==> config.mk <==
export PLATFORM = sky130hd
export DESIGN_NAME = rom_loader
export DESIGN_NICKNAME = d
export VERILOG_FILES = /design/src/rtl/rom_loader_pkg.sv /design/src/rtl/rom_region_decode.sv /design/src/rtl/rom_loader.sv
export SDC_FILE = /design/constraint.sdc
export NUM_CORES = 1
export LEC_CHECK = 0
export BUFFER_PORTS_ARGS = -buffer_cell sky130_fd_sc_hd__buf_2
export CAP_MARGIN = 20
export CORE_MARGIN = 4
export CORE_UTILIZATION = 55
export CTS_BUF_LIST = sky130_fd_sc_hd__clkbuf_2
export DETAILED_ROUTE_END_ITERATION = 8
export HOLD_SLACK_MARGIN = 0.12
export PLACE_DENSITY_LB_ADDON = 0.1
export SKIP_LAST_GASP = 1
export SYNTH_ARGS = -nofsm -noshare
export SYNTH_HDL_FRONTEND = slang
export SYNTH_SLANG_ARGS = --single-unit
==> constraint.sdc <==
create_clock -name clk_6144 -period 4.79 [get_ports clk_6144]
set_clock_uncertainty 0.1 [all_clocks]
set_input_delay 0.2395 -clock clk_6144 [delete_from_list [all_inputs] [get_ports clk_6144]]
set_output_delay 0.2395 -clock clk_6144 [all_outputs]
set_load 0.05 [all_outputs]
==> src/rtl/rom_loader_pkg.sv <==
// rtl/rom_loader_pkg.sv - shared constants, FSM states and region-table helper for rom_loader
package rom_loader_pkg;

    localparam int DEF_ADDR_W      = 19;
    localparam int DEF_OFS_W       = 17;
    localparam int DEF_NUM_REGIONS = 8;
    localparam int DEF_WAIT_CYCLES = 1;
    localparam bit DEF_AUTO_START  = 1'b1;

    typedef enum logic [2:0] {
        ST_IDLE,
        ST_ADDR,
        ST_WAIT,
        ST_CAPT,
        ST_WRITE,
        ST_DONE
    } state_t;

    // LSB of region idx inside a packed lo/hi table of width-bit fields
    function automatic int region_lsb(input int idx, input int width);
        return idx * width;
    endfunction

endpackage

==> src/rtl/rom_region_decode.sv <==
// rtl/rom_region_decode.sv - priority match of a window offset against the region table
module rom_region_decode
    import rom_loader_pkg::*;
#(
    parameter int OFS_W       = DEF_OFS_W,
    parameter int NUM_REGIONS = DEF_NUM_REGIONS
) (
    input  logic [OFS_W-1:0]             ofs,
    input  logic [NUM_REGIONS*OFS_W-1:0] region_lo,
    input  logic [NUM_REGIONS*OFS_W-1:0] region_hi,
    output logic [NUM_REGIONS-1:0]       sel,
    output logic                         hit,
    output logic [OFS_W-1:0]             rel_addr
);

    // Scan from the top so the lowest matching index is the one left standing
    always_comb begin
        sel      = '0;
        hit      = 1'b0;
        rel_addr = '0;
        for (int i = NUM_REGIONS - 1; i >= 0; i--) begin
            if (region_lo[region_lsb(i, OFS_W) +: OFS_W] <= ofs &&
                ofs <= region_hi[region_lsb(i, OFS_W) +: OFS_W]) begin
                sel      = NUM_REGIONS'(1) << i;
                hit      = 1'b1;
                rel_addr = ofs - region_lo[region_lsb(i, OFS_W) +: OFS_W];
            end
        end
    end

endmodule

==> src/rtl/rom_loader.sv <==
// rtl/rom_loader.sv - boot-time copy of an external ROM window into region-routed block RAMs
module rom_loader
    import rom_loader_pkg::*;
#(
    parameter int ADDR_W      = DEF_ADDR_W,
    parameter int OFS_W       = DEF_OFS_W,
    parameter int NUM_REGIONS = DEF_NUM_REGIONS,
    parameter int WAIT_CYCLES = DEF_WAIT_CYCLES,
    parameter bit AUTO_START  = DEF_AUTO_START
) (
    input  logic                         clk_6144,
    input  logic                         reset,
    input  logic                         start,
    input  logic [ADDR_W-1:0]            base_addr,
    input  logic [OFS_W-1:0]             length,
    input  logic [NUM_REGIONS*OFS_W-1:0] region_lo,
    input  logic [NUM_REGIONS*OFS_W-1:0] region_hi,
    input  logic [ADDR_W-1:0]            run_addr,
    input  logic [7:0]                   rom_d,
    output logic [ADDR_W-1:0]            rom_a,
    output logic [OFS_W-1:0]             dl_addr,
    output logic [7:0]                   dl_data,
    output logic [NUM_REGIONS-1:0]       dl_we,
    output logic                         busy,
    output logic                         done,
    output logic [15:0]                  checksum,
    output logic                         miss
);

    localparam int WCW = (WAIT_CYCLES > 1) ? $clog2(WAIT_CYCLES) : 1;

    state_t                   state;
    logic [ADDR_W-1:0]        base_q;
    logic [ADDR_W-1:0]        rom_a_q;
    logic [OFS_W-1:0]         len_q;
    logic [OFS_W-1:0]         ofs;
    logic [WCW-1:0]           wait_cnt;
    logic [NUM_REGIONS-1:0]   sel;
    logic                     hit;
    logic                     hit_q;
    logic [OFS_W-1:0]         rel_addr;

    rom_region_decode #(
        .OFS_W       (OFS_W),
        .NUM_REGIONS (NUM_REGIONS)
    ) u_decode (
        .ofs       (ofs),
        .region_lo (region_lo),
        .region_hi (region_hi),
        .sel       (sel),
        .hit       (hit),
        .rel_addr  (rel_addr)
    );

    // Once loaded, the machine owns the ROM bus
    assign rom_a = done ? run_addr : rom_a_q;

    always_ff @(posedge clk_6144) begin
        if (reset) begin
            rom_a_q  <= '0;
            dl_addr  <= '0;
            dl_data  <= '0;
            dl_we    <= '0;
            busy     <= 1'b0;
            done     <= 1'b0;
            checksum <= '0;
            miss     <= 1'b0;
            ofs      <= '0;
            wait_cnt <= '0;
            hit_q    <= 1'b1;
            base_q   <= base_addr;
            len_q    <= length;
            if (!AUTO_START)
                state <= ST_IDLE;
            else if (length == '0)
                state <= ST_DONE;
            else
                state <= ST_ADDR;
        end else begin
            dl_we <= '0;
            case (state)
                ST_IDLE, ST_DONE: begin
                    if (state == ST_DONE) begin
                        done <= 1'b1;
                        busy <= 1'b0;
                    end
                    if (start) begin
                        base_q   <= base_addr;
                        len_q    <= length;
                        ofs      <= '0;
                        checksum <= '0;
                        miss     <= 1'b0;
                        done     <= 1'b0;
                        busy     <= 1'b1;
                        state    <= (length == '0) ? ST_DONE : ST_ADDR;
                    end
                end
                ST_ADDR: begin
                    rom_a_q  <= base_q + ADDR_W'(ofs);
                    wait_cnt <= '0;
                    busy     <= 1'b1;
                    state    <= (WAIT_CYCLES == 0) ? ST_CAPT : ST_WAIT;
                end
                ST_WAIT: begin
                    if (wait_cnt == WCW'(WAIT_CYCLES - 1))
                        state <= ST_CAPT;
                    else
                        wait_cnt <= wait_cnt + 1'b1;
                end
                ST_CAPT: begin
                    // Strobe lands in WRITE with address and data already settled
                    dl_data  <= rom_d;
                    checksum <= checksum + {8'h00, rom_d};
                    dl_addr  <= rel_addr;
                    dl_we    <= sel;
                    hit_q    <= hit;
                    state    <= ST_WRITE;
                end
                ST_WRITE: begin
                    if (!hit_q)
                        miss <= 1'b1;
                    if (ofs == len_q - 1'b1) begin
                        done  <= 1'b1;
                        busy  <= 1'b0;
                        state <= ST_DONE;
                    end else begin
                        ofs   <= ofs + 1'b1;
                        state <= ST_ADDR;
                    end
                end
                default: state <= ST_IDLE;
            endcase
        end
    end

endmodule

* Word-level counts from Yosys, hierarchy flattened
Cells that the tools add are included. W data, S select, Z words.
Operators by class: $add $sub $neg 13, order comparisons 16, equality and inequality tests 13, multiplexer cells 55, bitwise logic cells 1, reductions and logical operators 32
Operator list (number):
- $le A17 B17 Y1 | 16
- $mux W17 | 13
- $sub A17 B17 Y17 | 8
- $mux W19 | 4
- $pmux W17 S2 | 1
- $pmux W16 S2 | 1
- $add A19 B17 Y19 | 1
- $mux W1 | 18
- $mux W3 | 6
- $add A17 B1 Y17 const B | 1
- $eq A17 B17 Y1 | 1
- $logic_not A17 Y1 | 1
- $sub A17 B1 Y17 const B | 1
- $add A16 B8 Y16 | 1
- $mux W16 | 1
- $pmux W3 S5 | 1
- $reduce_and A3 Y1 | 4
- $reduce_bool A2 Y1 | 5
- $ne A3 B3 Y1 const B | 3
- $reduce_or A9 Y1 | 1
- $logic_and A1 B1 Y1 | 8
- $mux W8 | 1
- $ne A2 B2 Y1 const B | 4
- $reduce_or A8 Y1 | 1
- other kinds (21) | 28
Word-level totals: register bits after elaboration 129, input port bits 338, logic and storage cells 151

* Longest topological paths before layout
depth after elaboration 10, mapped depth 15, mapped depth without buffers 14

* Cells and area by module
Synthesis repeated with hierarchy kept, for this count alone.
Second synthesis, totals: cell total of the unflattened synthesis 2365, area total of the unflattened synthesis 17968.5 um2
By module, submodules not included:
- rom_region_decode | times used 1, cells an instance 1645, area an instance 11305.8 um2, seq. area each 0.0 um2
- rom_loader | times used 1, cells an instance 720, area an instance 6662.6 um2, seq. area each 2952.8 um2

* Least setup slack after synthesis
No wires, ideal clock.
path kind register to register, start register ofs[1], end register dl_addr[14], arrival 3.389 ns, path slack 1.164 ns, stages on the path, launching flop included 13, path buffers 0, clock period less this slack 3.626 ns, path through dfxtp_1 inv_1 fa_1 nor2b_1 o2111ai_1 a41oi_1 or4_1 a31o_2 mux2_2 or3_1 o221ai_1 a311o_1 a31oi_1
Between the ends: word-level cells in the longest chain between the ends 10, elaborated cells on any way between the ends 40, those cells by class add/sub (8); order compare (16); mux (8); reduce/logical (8)
RTL lines:
- from (decl) | RTL line rom_loader.sv:36 | logic [OFS_W-1:0] ofs;
- from (signal assigned) | RTL line rom_loader.sv:127 | ofs <= ofs + 1'b1;
- $le A17 B17 Y1 (on tied branches) | RTL line rom_region_decode.sv:22, rom_region_decode.sv:23
- $logic_and A1 B1 Y1 | RTL line rom_region_decode.sv:22 | if (region_lo[region_lsb(i, OFS_W) +: OFS_W] <= ofs &&
- $mux W17 (7 in a row) | RTL line rom_region_decode.sv:22
- $mux W17 (*) | RTL line rom_region_decode.sv:22
- to (signal assigned) | RTL line rom_loader.sv:114 | dl_addr <= rel_addr;
- to (decl) | RTL line rom_loader.sv:21 | output logic [OFS_W-1:0] dl_addr,
Mark *: on every way between the ends. The rest lies on a longest branch, timed or not. A chain may end at the register's enable or synchronous reset.

* Final worst setup path
start register ofs[11], end register dl_addr[1]
Same word-level chain as after synthesis.

==> flow_metrics.tcl <==
set metrics [dict create \
    status "finished, final reports clean" \
    yosysUniqueCellTypes 87 \
    dp.final_hpwl_mm 54.0 \
    cts-root-buf "clkbuf_2" \
    fill_cells 2686 \
    ant_nets 0 \
    cts_setup_buffers 0 \
    synth_cells 2305 \
    final_util_pct 68.5 \
    crit_required_ns 5.41 \
    wl_per_cell_um 21.5 \
    areaGrowthSynthToFinish_pct 22.8 \
    fin_ws_ns 0.202 \
    synth-edff-count 39 \
    finalSetupTns_ns 0 \
    clock.fmax_ghz 0.218 \
    cts_buffers 17 \
    synth_area_um2 17600 \
    drtPass1Iterations 6 \
    async_flop_share_pct 0 \
    post-place-ws_ns 0.516 \
    synth_area_per_cell_um2 7.64 \
    chipWidth_um 187 \
    drive_gt1_share_pct 19.4 \
    synth_warnings 0 \
    seqCellArea_um2 2960 \
    r2r_slack_ns 0.20 \
    antennaDiodeCount 0 \
    synth_nets 2952 \
    hold_viol 0 \
    insertion_delay_ns 0.77 \
    timing.rr.start "ofs[11]" \
    cpMostUsedCell "o211ai_1" \
    ctsLongestPathBuffers 2 \
    numPortBuffers 408 \
    cp-end-kind "register" \
    slowest_stage "dlygate4sd3_1" \
    clkSinkCount 128 \
    grt_max_degree 50 \
    std_cell_rows 65 \
    reg2reg_to "dl_addr[1]" \
    finish.net_count 3481 \
    design.core.area_um2 31600 \
    clkTransAtPathRegs_ns 0.23 \
    ioPinCount 409 \
    synth_most_common_cell "ha_1" \
    min_period_over_period_pct 95.8 \
    yosys_register_bits 128 \
    synth.largest_area_cell "ha_1" \
    worstSetupEndpoint "dl_addr[1]" \
    p_per_area_nw_per_um2 203 \
    power_uw 4390 \
    grt_pass1_vias 19870 \
    multiInputGateArea_um2 13300 \
    gr-total-overflow 0 \
    ys.flop_type "dfxtp_1" \
    setup-violations-final 0 \
    cts_tree "yes" \
    finalMaxSlewViolations 0 \
    yosysSeqAreaShare_pct 16.8 \
    p_leak_uw 0.0113 \
    die_area_um2 34900 \
    start_util_pct 55.8 \
    cp-startpoint "ofs[11]" \
    antenna_found_initial 0 \
    fin_crit_ns 4.59 \
    postPlaceCellArea_um2 20300 \
    synth_top_area_share_pct 21.3 \
    critPathArrivalTime_ns 5.20 \
    synthTopCellsByArea "ha_1, dfxtp_1, edfxtp_1" \
    via_per_inst 6.16 \
    crit_path_max_incr_delay_ns 0.57 \
    grt_pass1_wl_mm 107 \
    critPathMaxFanout 16 \
    synth_common_cells "ha_1, inv_1, a21oi_1, nand2_1, nor2_1" \
    grt.total_usage_pct 38.0 \
    drc_errors 0 \
    crit_buf_inv 2 \
    r2r_cells 13 \
    worstPathCellList "buf_4 > ha_1 > and2_1 > a221o_1 > a211o_1 > a311oi_1 > nand3_1 > o221ai_2 > nand3_2 > nor2_1 > o211ai_1 > o211ai_1 > dlygate4sd3_1" \
    slew_headroom_pct 31.5 \
    grt_setup_unrepaired "false" \
    htreeDepth 4 \
    cp_num_cells 13 \
    via_count 20003 \
    max_slew.worst_pin.slew_ns 1.02 \
    hold_class "input port to register" \
    irDropWorstVdd_uv 270 \
    wirelength_mm 69.8 \
    place_congestion 1.01 \
    die_y_um 187 \
    drtIter0Drc 1613 \
    postLayoutCellArea_um2 21600 \
    cpLargestDelayFamily "compound AO/OA/AOI/OAI gates" \
    worstSetupPathType "register to register" \
    drv_cap 0 \
    worst_setup_path_start_kind "register" \
]
==> area by class of cell <==
| cell class | instances | share of cell area, % |
|---|---|---|
| clock buffers | 17 | 0.393 |
| clock inverters | 15 | 0.671 |
| inverters | 296 | 5.14 |
| multi-input cells | 1826 | 61.6 |
| flip-flops and latches | 128 | 13.7 |
| well taps | 402 | 2.33 |
| repair buffers | 565 | 16.2 |
==> routing by layer <==
layer  track usage [%]  wire length (um)  part of all wire (%)
met3              6.31              5810                   8.3
met5                 0                 0                     0
met4              17.9              3860                   5.5
met1              46.9             27700                    40
met2              64.9             32400                    46
==> logic make-up after synthesis <==
group,Yosys count,share of synthesized area [%]
xor gates and xnor gates,157,7.81
and+or+nand+nor,695,19.8
DFF,128,16.8
AOI/OAI and AO/OA,639,24.0
adders and majority gates,310,22.4
buffers and inverters,351,7.60
muxes,25,1.58
==> layout by cell type (no fill, tap or decap), types with 36 or more instances in the layout <==
cell type	n
nor2_1	152
nand4_1	51
nand3_1	71
o21a_1	36
dfxtp_1	86
a21o_1	62
a21oi_1	190
nand2_1	173
o21ai_0	103
nor3_1	63
buf_2	408
edfxtp_1	39
inv_1	294
xnor2_1	103
dlygate4sd3_1	104
buf_4	51
ha_1	299
xor2_1	54
==> repair_timing <==
item / in CTS / in global routing
setup endpoints to repair: 0 / 3
resized for setup: 0 / 3
hold buffers: 104 / 0
hold endpoints to repair: 98 / 0
==> stage by stage <==
step | hold slack [ns] | std cells
3_5_place_dp | 0.318 | 3112
4_1_cts | 0.129 | 3248
2_1_floorplan | 0.238 | 2305
5_1_grt | 0.160 | 3249
6_report | 0.176 | 3249
3_3_place_gp | 0.315 | 3112
==> registers in the layout, summed over array words and instances, names as in the netlist <==
register and flops:
checksum 16, dl_we 8, state 3, ofs 17, len_q 17, miss 1
rom_a_q 19, dl_data 8, busy 1, base_q 19, hit_q 1, dl_addr 17
done 1
==> how the worst min path moves through the flow <==
stage	slack [ns]	from	cells past startpoint	endpoint
CTS	0.13	region_lo[81]	6	dl_addr[13]
global route	0.16	region_lo[66]	6	dl_addr[15]
finish	0.18	region_lo[81]	6	dl_addr[13]
detailed placement	0.32	base_addr[9]	1	base_q[9]
global placement	0.32	base_addr[14]	1	base_q[14]
floorplan	0.24	base_addr[0]	0	base_q[0]
==> tightest hold or removal path, stage by stage <==
cell	delay, ns
buf_2	0.11
inv_1	0.05
ha_1	0.22
xnor2_1	0.16
o21ai_0	0.16
o21ai_0	0.07
==> where the power goes <==
part           switching (uW)  internal [uW]  leakage [uW]
sequential                161           1300       0.00111
combinational            1440            792        0.0100
clock                     505            205      0.000139
No activity file was read; power rests on OpenSTA's default activity.
